==> src/rtl/bmem_arb_pkg.sv <==
// Shared types and sizing helpers for the bmem line arbiter.
// Imported by the arbiter top and its pick logic.
package bmem_arb_pkg;

  typedef enum logic [2:0] {
    IDLE,
    RD_CMD,
    RD_DATA,
    WR_BURST,
    RESP
  } arb_state_t;

  function automatic int beats(input int line_w, input int beat_w);
    return line_w / beat_w;
  endfunction

  function automatic int off_w(input int line_w);
    return $clog2(line_w / 8);
  endfunction

endpackage

==> src/rtl/bmem_arbiter_rr_pick.sv <==
// Round-robin picker: first requester at or after ptr, wrapping.
// Purely combinational so other arbiters can reuse it.
module rr_pick #(
  parameter int N = 4,
  localparam int IW = $clog2(N)
) (
  input  logic [N-1:0]  req,
  input  logic [IW-1:0] ptr,
  output logic [N-1:0]  gnt,
  output logic [IW-1:0] idx,
  output logic          valid
);

  // scan N slots starting at ptr, keep the first hit
  always_comb begin
    int j;
    gnt   = '0;
    idx   = '0;
    valid = 1'b0;
    for (int k = 0; k < N; k++) begin
      j = int'(ptr) + k;
      if (j >= N) j = j - N;
      if (!valid && req[j]) begin
        valid  = 1'b1;
        gnt[j] = 1'b1;
        idx    = IW'(j);
      end
    end
  end

endmodule

==> src/rtl/bmem_arbiter.sv <==
// N-client cache line arbiter onto the burst memory port.
// Round-robin grant, beat serialisation, tag-filtered read fill.
module bmem_arbiter
  import bmem_arb_pkg::*;
#(
  parameter int NUM_CLIENTS = 4,
  parameter int ADDR_W      = 32,
  parameter int BEAT_W      = 64,
  parameter int LINE_W      = 256
) (
  input  logic                          clk,
  input  logic                          rst,
  input  logic [NUM_CLIENTS*ADDR_W-1:0] cl_addr,
  input  logic [NUM_CLIENTS-1:0]        cl_read,
  input  logic [NUM_CLIENTS-1:0]        cl_write,
  input  logic [NUM_CLIENTS*LINE_W-1:0] cl_wdata,
  output logic [NUM_CLIENTS-1:0]        cl_resp,
  output logic [LINE_W-1:0]             cl_rdata,
  output logic [ADDR_W-1:0]             bmem_addr,
  output logic                          bmem_read,
  output logic                          bmem_write,
  output logic [BEAT_W-1:0]             bmem_wdata,
  input  logic                          bmem_ready,
  input  logic [ADDR_W-1:0]             bmem_raddr,
  input  logic [BEAT_W-1:0]             bmem_rdata,
  input  logic                          bmem_rvalid
);

  localparam int BEATS = beats(LINE_W, BEAT_W);
  localparam int OFF_W = off_w(LINE_W);
  localparam int IW    = $clog2(NUM_CLIENTS);
  localparam int CW    = (BEATS > 1) ? $clog2(BEATS) : 1;

  typedef logic [BEATS-1:0][BEAT_W-1:0] line_t;

  arb_state_t                            state_q, state_d;
  logic [IW-1:0]                         ptr_q, ptr_d;
  logic [IW-1:0]                         gnt_q, gnt_d;
  logic [CW-1:0]                         beat_q, beat_d;
  logic [ADDR_W-1:0]                     addr_q, addr_d;
  line_t                                 wbuf_q, wbuf_d;
  line_t                                 line_q, line_d;
  logic                                  wr_q, wr_d;

  logic [NUM_CLIENTS-1:0][ADDR_W-1:0]    addr_v;
  logic [NUM_CLIENTS-1:0][LINE_W-1:0]    wdata_v;
  logic [NUM_CLIENTS-1:0]                req;
  logic [NUM_CLIENTS-1:0]                pick_gnt;
  logic [IW-1:0]                         pick_idx;
  logic                                  pick_vld;
  logic                                  last_beat;
  logic                                  tag_hit;
  logic                                  unused_raddr;

  assign addr_v       = cl_addr;
  assign wdata_v      = cl_wdata;
  assign req          = cl_read | cl_write;
  assign last_beat    = (beat_q == CW'(BEATS - 1));
  assign tag_hit      = bmem_rvalid &&
    (bmem_raddr[ADDR_W-1:OFF_W] == addr_q[ADDR_W-1:OFF_W]);
  assign unused_raddr = ^bmem_raddr[OFF_W-1:0];

  rr_pick #(
    .N(NUM_CLIENTS)
  ) u_pick (
    .req  (req),
    .ptr  (ptr_q),
    .gnt  (pick_gnt),
    .idx  (pick_idx),
    .valid(pick_vld)
  );

  // transaction sequencing: grant, command, beats, one-cycle response
  always_comb begin
    state_d = state_q;
    ptr_d   = ptr_q;
    gnt_d   = gnt_q;
    beat_d  = beat_q;
    addr_d  = addr_q;
    wbuf_d  = wbuf_q;
    line_d  = line_q;
    wr_d    = wr_q;
    unique case (state_q)
      IDLE: begin
        if (pick_vld) begin
          gnt_d              = pick_idx;
          addr_d             = addr_v[pick_idx];
          addr_d[OFF_W-1:0]  = '0;
          wbuf_d             = wdata_v[pick_idx];
          wr_d               = |(cl_write & pick_gnt);
          beat_d             = '0;
          state_d            = wr_d ? WR_BURST : RD_CMD;
        end
      end
      RD_CMD: begin
        if (bmem_ready) begin
          beat_d  = '0;
          state_d = RD_DATA;
        end
      end
      RD_DATA: begin
        if (tag_hit) begin
          line_d[beat_q] = bmem_rdata;
          beat_d         = beat_q + 1'b1;
          if (last_beat) state_d = RESP;
        end
      end
      WR_BURST: begin
        if (bmem_ready) begin
          beat_d = beat_q + 1'b1;
          if (last_beat) state_d = RESP;
        end
      end
      RESP: begin
        ptr_d   = (gnt_q == IW'(NUM_CLIENTS - 1)) ? '0 : gnt_q + 1'b1;
        state_d = IDLE;
      end
      default: state_d = IDLE;
    endcase
  end

  // state registers; reset drops any in-flight transaction
  always_ff @(posedge clk or negedge rst) begin
    if (!rst) begin
      state_q <= IDLE;
      ptr_q   <= '0;
      gnt_q   <= '0;
      beat_q  <= '0;
      addr_q  <= '0;
      wbuf_q  <= '0;
      line_q  <= '0;
      wr_q    <= 1'b0;
    end else begin
      state_q <= state_d;
      ptr_q   <= ptr_d;
      gnt_q   <= gnt_d;
      beat_q  <= beat_d;
      addr_q  <= addr_d;
      wbuf_q  <= wbuf_d;
      line_q  <= line_d;
      wr_q    <= wr_d;
    end
  end

  // outputs decoded from registered state only
  always_comb begin
    bmem_addr  = addr_q;
    bmem_read  = (state_q == RD_CMD);
    bmem_write = (state_q == WR_BURST);
    bmem_wdata = '0;
    cl_resp    = '0;
    cl_rdata   = '0;
    if (state_q == WR_BURST) bmem_wdata = wbuf_q[beat_q];
    if (state_q == RESP) begin
      cl_resp[gnt_q] = 1'b1;
      if (!wr_q) cl_rdata = line_q;
    end
  end

endmodule

==> config.mk <==
export PLATFORM = sky130hd
export DESIGN_NAME = bmem_arbiter
export DESIGN_NICKNAME = d
export VERILOG_FILES = /design/src/rtl/bmem_arb_pkg.sv /design/src/rtl/bmem_arbiter_rr_pick.sv /design/src/rtl/bmem_arbiter.sv
export SDC_FILE = /design/constraint.sdc
export NUM_CORES = 2
export LEC_CHECK = 0
export CAP_MARGIN = 15
export CORE_AREA = 2 2 622 624
export CTS_BUF_LIST = sky130_fd_sc_hd__clkbuf_8
export CTS_CLUSTER_DIAMETER = 30
export DETAILED_ROUTE_END_ITERATION = 8
export DIE_AREA = 0 0 624 626
export PLACE_DENSITY = 0.33
export SLEW_MARGIN = 25
export SYNTH_ARGS = -nofsm -noshare
export SYNTH_HDL_FRONTEND = slang
export SYNTH_SLANG_ARGS = --single-unit
==> constraint.sdc <==
create_clock -name clk -period 8.8 [get_ports clk]
set_input_delay 1.32 -clock clk [delete_from_list [all_inputs] [get_ports clk]]
set_output_delay 1.32 -clock clk [all_outputs]
set_load 0.01 [all_outputs]
==> results.sh <==
export IMPL_io_pins=1618
export IMPL_fin_cells=10923
export IMPL_rrSetupSlack_ns=2.83
export IMPL_synth_most_common_cell="mux2i_1"
export IMPL_clkSinkCount=549
export IMPL_routed_via_count=42779
export IMPL_yosys_area_top_type="dfrtp_1"
export IMPL_fillerInstances=42409
export IMPL_peakVddDrop_uv=223
export IMPL_vias_per_cell=3.92
export IMPL_rows=228
export IMPL_grt_start_max_net_pins=214
export IMPL_dp_cells=10362
export IMPL_hold_viol=0
export IMPL_cp_endpoint="wbuf_q[168]"
export IMPL_path_common_cell="buf_12"
export IMPL_port_buffers=1587
export IMPL_synth_seq_cells=549
export IMPL_syn_avg_cell_area_um2=10.9
export IMPL_power_leakage_nw=29.3
export IMPL_clock_skew_ns=0.202
export IMPL_cpPeakStageDelay_ns=0.87
export IMPL_layout_drive_gt1_share=0.239
export IMPL_die_h_um=626
export IMPL_cts_tree="built"
export IMPL_required_ns=9.55
export IMPL_finalMaxSlewViolations=0
export IMPL_cts_resized=0
export IMPL_cp_end_kind="flip-flop"
export IMPL_initial_utilization=0.113
export IMPL_first_pass_iters=9
export IMPL_grt_usage=0.160
export IMPL_hold_path_class="input port to asynchronous set/reset pin"
export IMPL_clk_pin_slew_ns=0.05
export IMPL_antenna_found_initial=286
export IMPL_fin_crit_ns=5.97
export IMPL_clock_latency_ns=1.03
export IMPL_min_period_over_period=0.679
export IMPL_ys_seq_area_frac=0.315
export IMPL_htreeDepth=4
export IMPL_status="finished, violations left"
export IMPL_core_um2=384000
export IMPL_setup_viol=0
export IMPL_dp_slack_ns=2.64
export IMPL_synth_edf_count=0
export IMPL_antenna_left=0
export IMPL_maxCapViolCount=0
export IMPL_rsz0062_at_grt="false"
export IMPL_hold_buffers=0
export IMPL_reg2reg_depth=12
export IMPL_overflow=0
export IMPL_ys_top_cells_by_count="851 x mux2i_1, 822 x mux2_2, 549 x dfrtp_1"
export IMPL_drtIter0Drc=3530
export IMPL_timing_rr_end="wbuf_q[168]"
export IMPL_critPathArrivalTime_ns=6.72
export IMPL_async_flop_share=1.00
export IMPL_post_dp_hpwl_um=266000
export IMPL_fin_setup_tns_ns=0
export IMPL_netlist_cell_type_count=53
export IMPL_reg2reg_from="ptr_q[0]"
export IMPL_nets=6813
export IMPL_area_delta_synth_final_pct=61.3
export IMPL_synth_area_leaders="dfrtp_1 32%, mux2_2 21%, mux2i_1 20%"
export IMPL_first_global_vias=43169
export IMPL_critPathLaunchType="flip-flop"
export IMPL_wirelength_um=330000
export IMPL_fin_ws_ns=2.83
export IMPL_ys_flop_type="dfrtp_1"
export IMPL_gp_congestion=0.859
export IMPL_cts_made_buffers=233
export IMPL_startpoint="ptr_q[0]"
export IMPL_clock_path_buffers=4
export IMPL_worstPathMaxFanout=92
export IMPL_post_route_util=0.183
export IMPL_synthesis_area_um2=43600
export IMPL_tightest_slew_ns=1.12
export IMPL_worstSetupPathType="flip-flop to flip-flop"
export IMPL_path_cells="clkinv_1 -> ha_1 -> mux4_2 -> nor2_4 -> o221ai_2 -> o21ai_4 -> buf_16 -> buf_12 -> buf_12 -> mux2_2 -> a222oi_1 -> a21oi_1"
export IMPL_synth_warnings=0
export IMPL_drc=6
export IMPL_grt_pass1_wl_um=422000
export IMPL_fmax_mhz=167
export IMPL_fp_dieW_um=624
export IMPL_synth_top_area_frac=0.315
export IMPL_relSlewSlack=0.254
export IMPL_cts_root_buffer="clkbuf_8"
export IMPL_dieArea_um2=391000
export IMPL_cellPowerDensity_nw_per_um2=305
export IMPL_crit_slowest_cell="dfrtp_4"
export IMPL_wl_per_cell_um=30.2
export IMPL_post_cts_buffers=0
export IMPL_violations="DRC"
export IMPL_synth_cells=4014
[state kept, by name, summed over array words and instances (netlist names)]
name       cells
line_q       256
wbuf_q       256
bmem_addr     27
state_q        3
beat_q         2
gnt_q          2
ptr_q          2
wr_q           1
[where the power goes]
group          total [mW]  switching (mW)  internal (mW)  leakage [nW]
logic                12.2            6.54           5.68          19.6
registers            3.97           0.740           3.23          6.84
clock network        5.26            1.92           3.34          2.91
[stage by stage]
stage / total power, mW / area [um2] / hold slack, ns
6_report: 21.4 / 70300 / 0.452
5_1_grt: 22.7 / 70200 / 0.397
4_1_cts: 21.9 / 69900 / 0.342
3_5_place_dp: 16.4 / 64800 / 0.485
3_3_place_gp: 16.2 / 64700 / 0.480
2_1_floorplan: 12.0 / 43600 / 0.447
[cell type report]
| class | instances | area (um2) | share of cell area |
|---|---|---|---|
| Multi-Input combinational cell | 3064 | 27800 | 0.395 |
| Timing Repair Buffer | 1681 | 17000 | 0.241 |
| Sequential cell | 549 | 13700 | 0.196 |
| Tap cell | 5060 | 6330 | 0.0901 |
| Clock buffer | 301 | 4140 | 0.0590 |
| Clock inverter | 132 | 956 | 0.0136 |
| Antenna cell | 128 | 320 | 0.00456 |
| Inverter | 8 | 30.0 | 0.000427 |
[layer usage]
metal / track usage / vias to the layer above / wire, um
li1: - / 18604 / -
met1: 0.172 / 21504 / 121000
met2: 0.286 / 1903 / 167000
met3: 0.0553 / 682 / 27300
met4: 0.0646 / 86 / 14000
met5: 0 / - / 537
[how the worst min path moves through the flow]
stage	startpoint	end	slack, ns	cells past startpoint
final	rst	wbuf_q[204]	0.45	1
after global routing	rst	wbuf_q[204]	0.40	1
after CTS	rst	wbuf_q[204]	0.34	1
after detailed placement	line_q[128]	line_q[128]	0.49	1
after global placement	line_q[228]	line_q[228]	0.48	1
after floorplan	wr_q	wr_q	0.45	2
[cell families after synthesis]
kind of cell	synth area share
adders and majority gates	0.00460
and+or+nand+nor	0.0794
xor gates and xnor gates	0.00543
muxes	0.443
DFF	0.315
other	0.0000861
buffers and inverters	0.0493
AOI/OAI and AO/OA	0.103
[cell usage in the layout (no fill, tap or decap), types with 7 or more instances in the layout]
| cell | n |
|---|---|
| clkinv_2 | 46 |
| mux2_2 | 822 |
| bufinv_16 | 10 |
| a21oi_1 | 288 |
| o21ai_0 | 8 |
| clkdlybuf4s50_1 | 1586 |
| xnor2_1 | 15 |
| mux4_2 | 68 |
| dfrtp_1 | 546 |
| nand2_1 | 14 |
| ha_1 | 16 |
| a222oi_1 | 283 |
| inv_1 | 72 |
| and2_1 | 258 |
| buf_4 | 63 |
| nor2b_1 | 65 |
| buf_12 | 25 |
| xor2_1 | 12 |
| nor2_1 | 293 |
| mux2i_1 | 851 |
| diode_2 | 128 |
| nor4_1 | 7 |
| clkbuf_8 | 301 |
[worst max-delay path: cells and delay by family, from the launching register on]
kind	cells	cell delay, ns
flip-flops	1	0.87
adder cells (fa/ha/maj)	1	0.64
multiplexers	2	0.84
AND/OR/NAND/NOR	1	0.17
buffers and inverters	4	1.71
AO/OA/AOI/OAI	4	1.15
No activity file was read; power rests on OpenSTA's default activity.
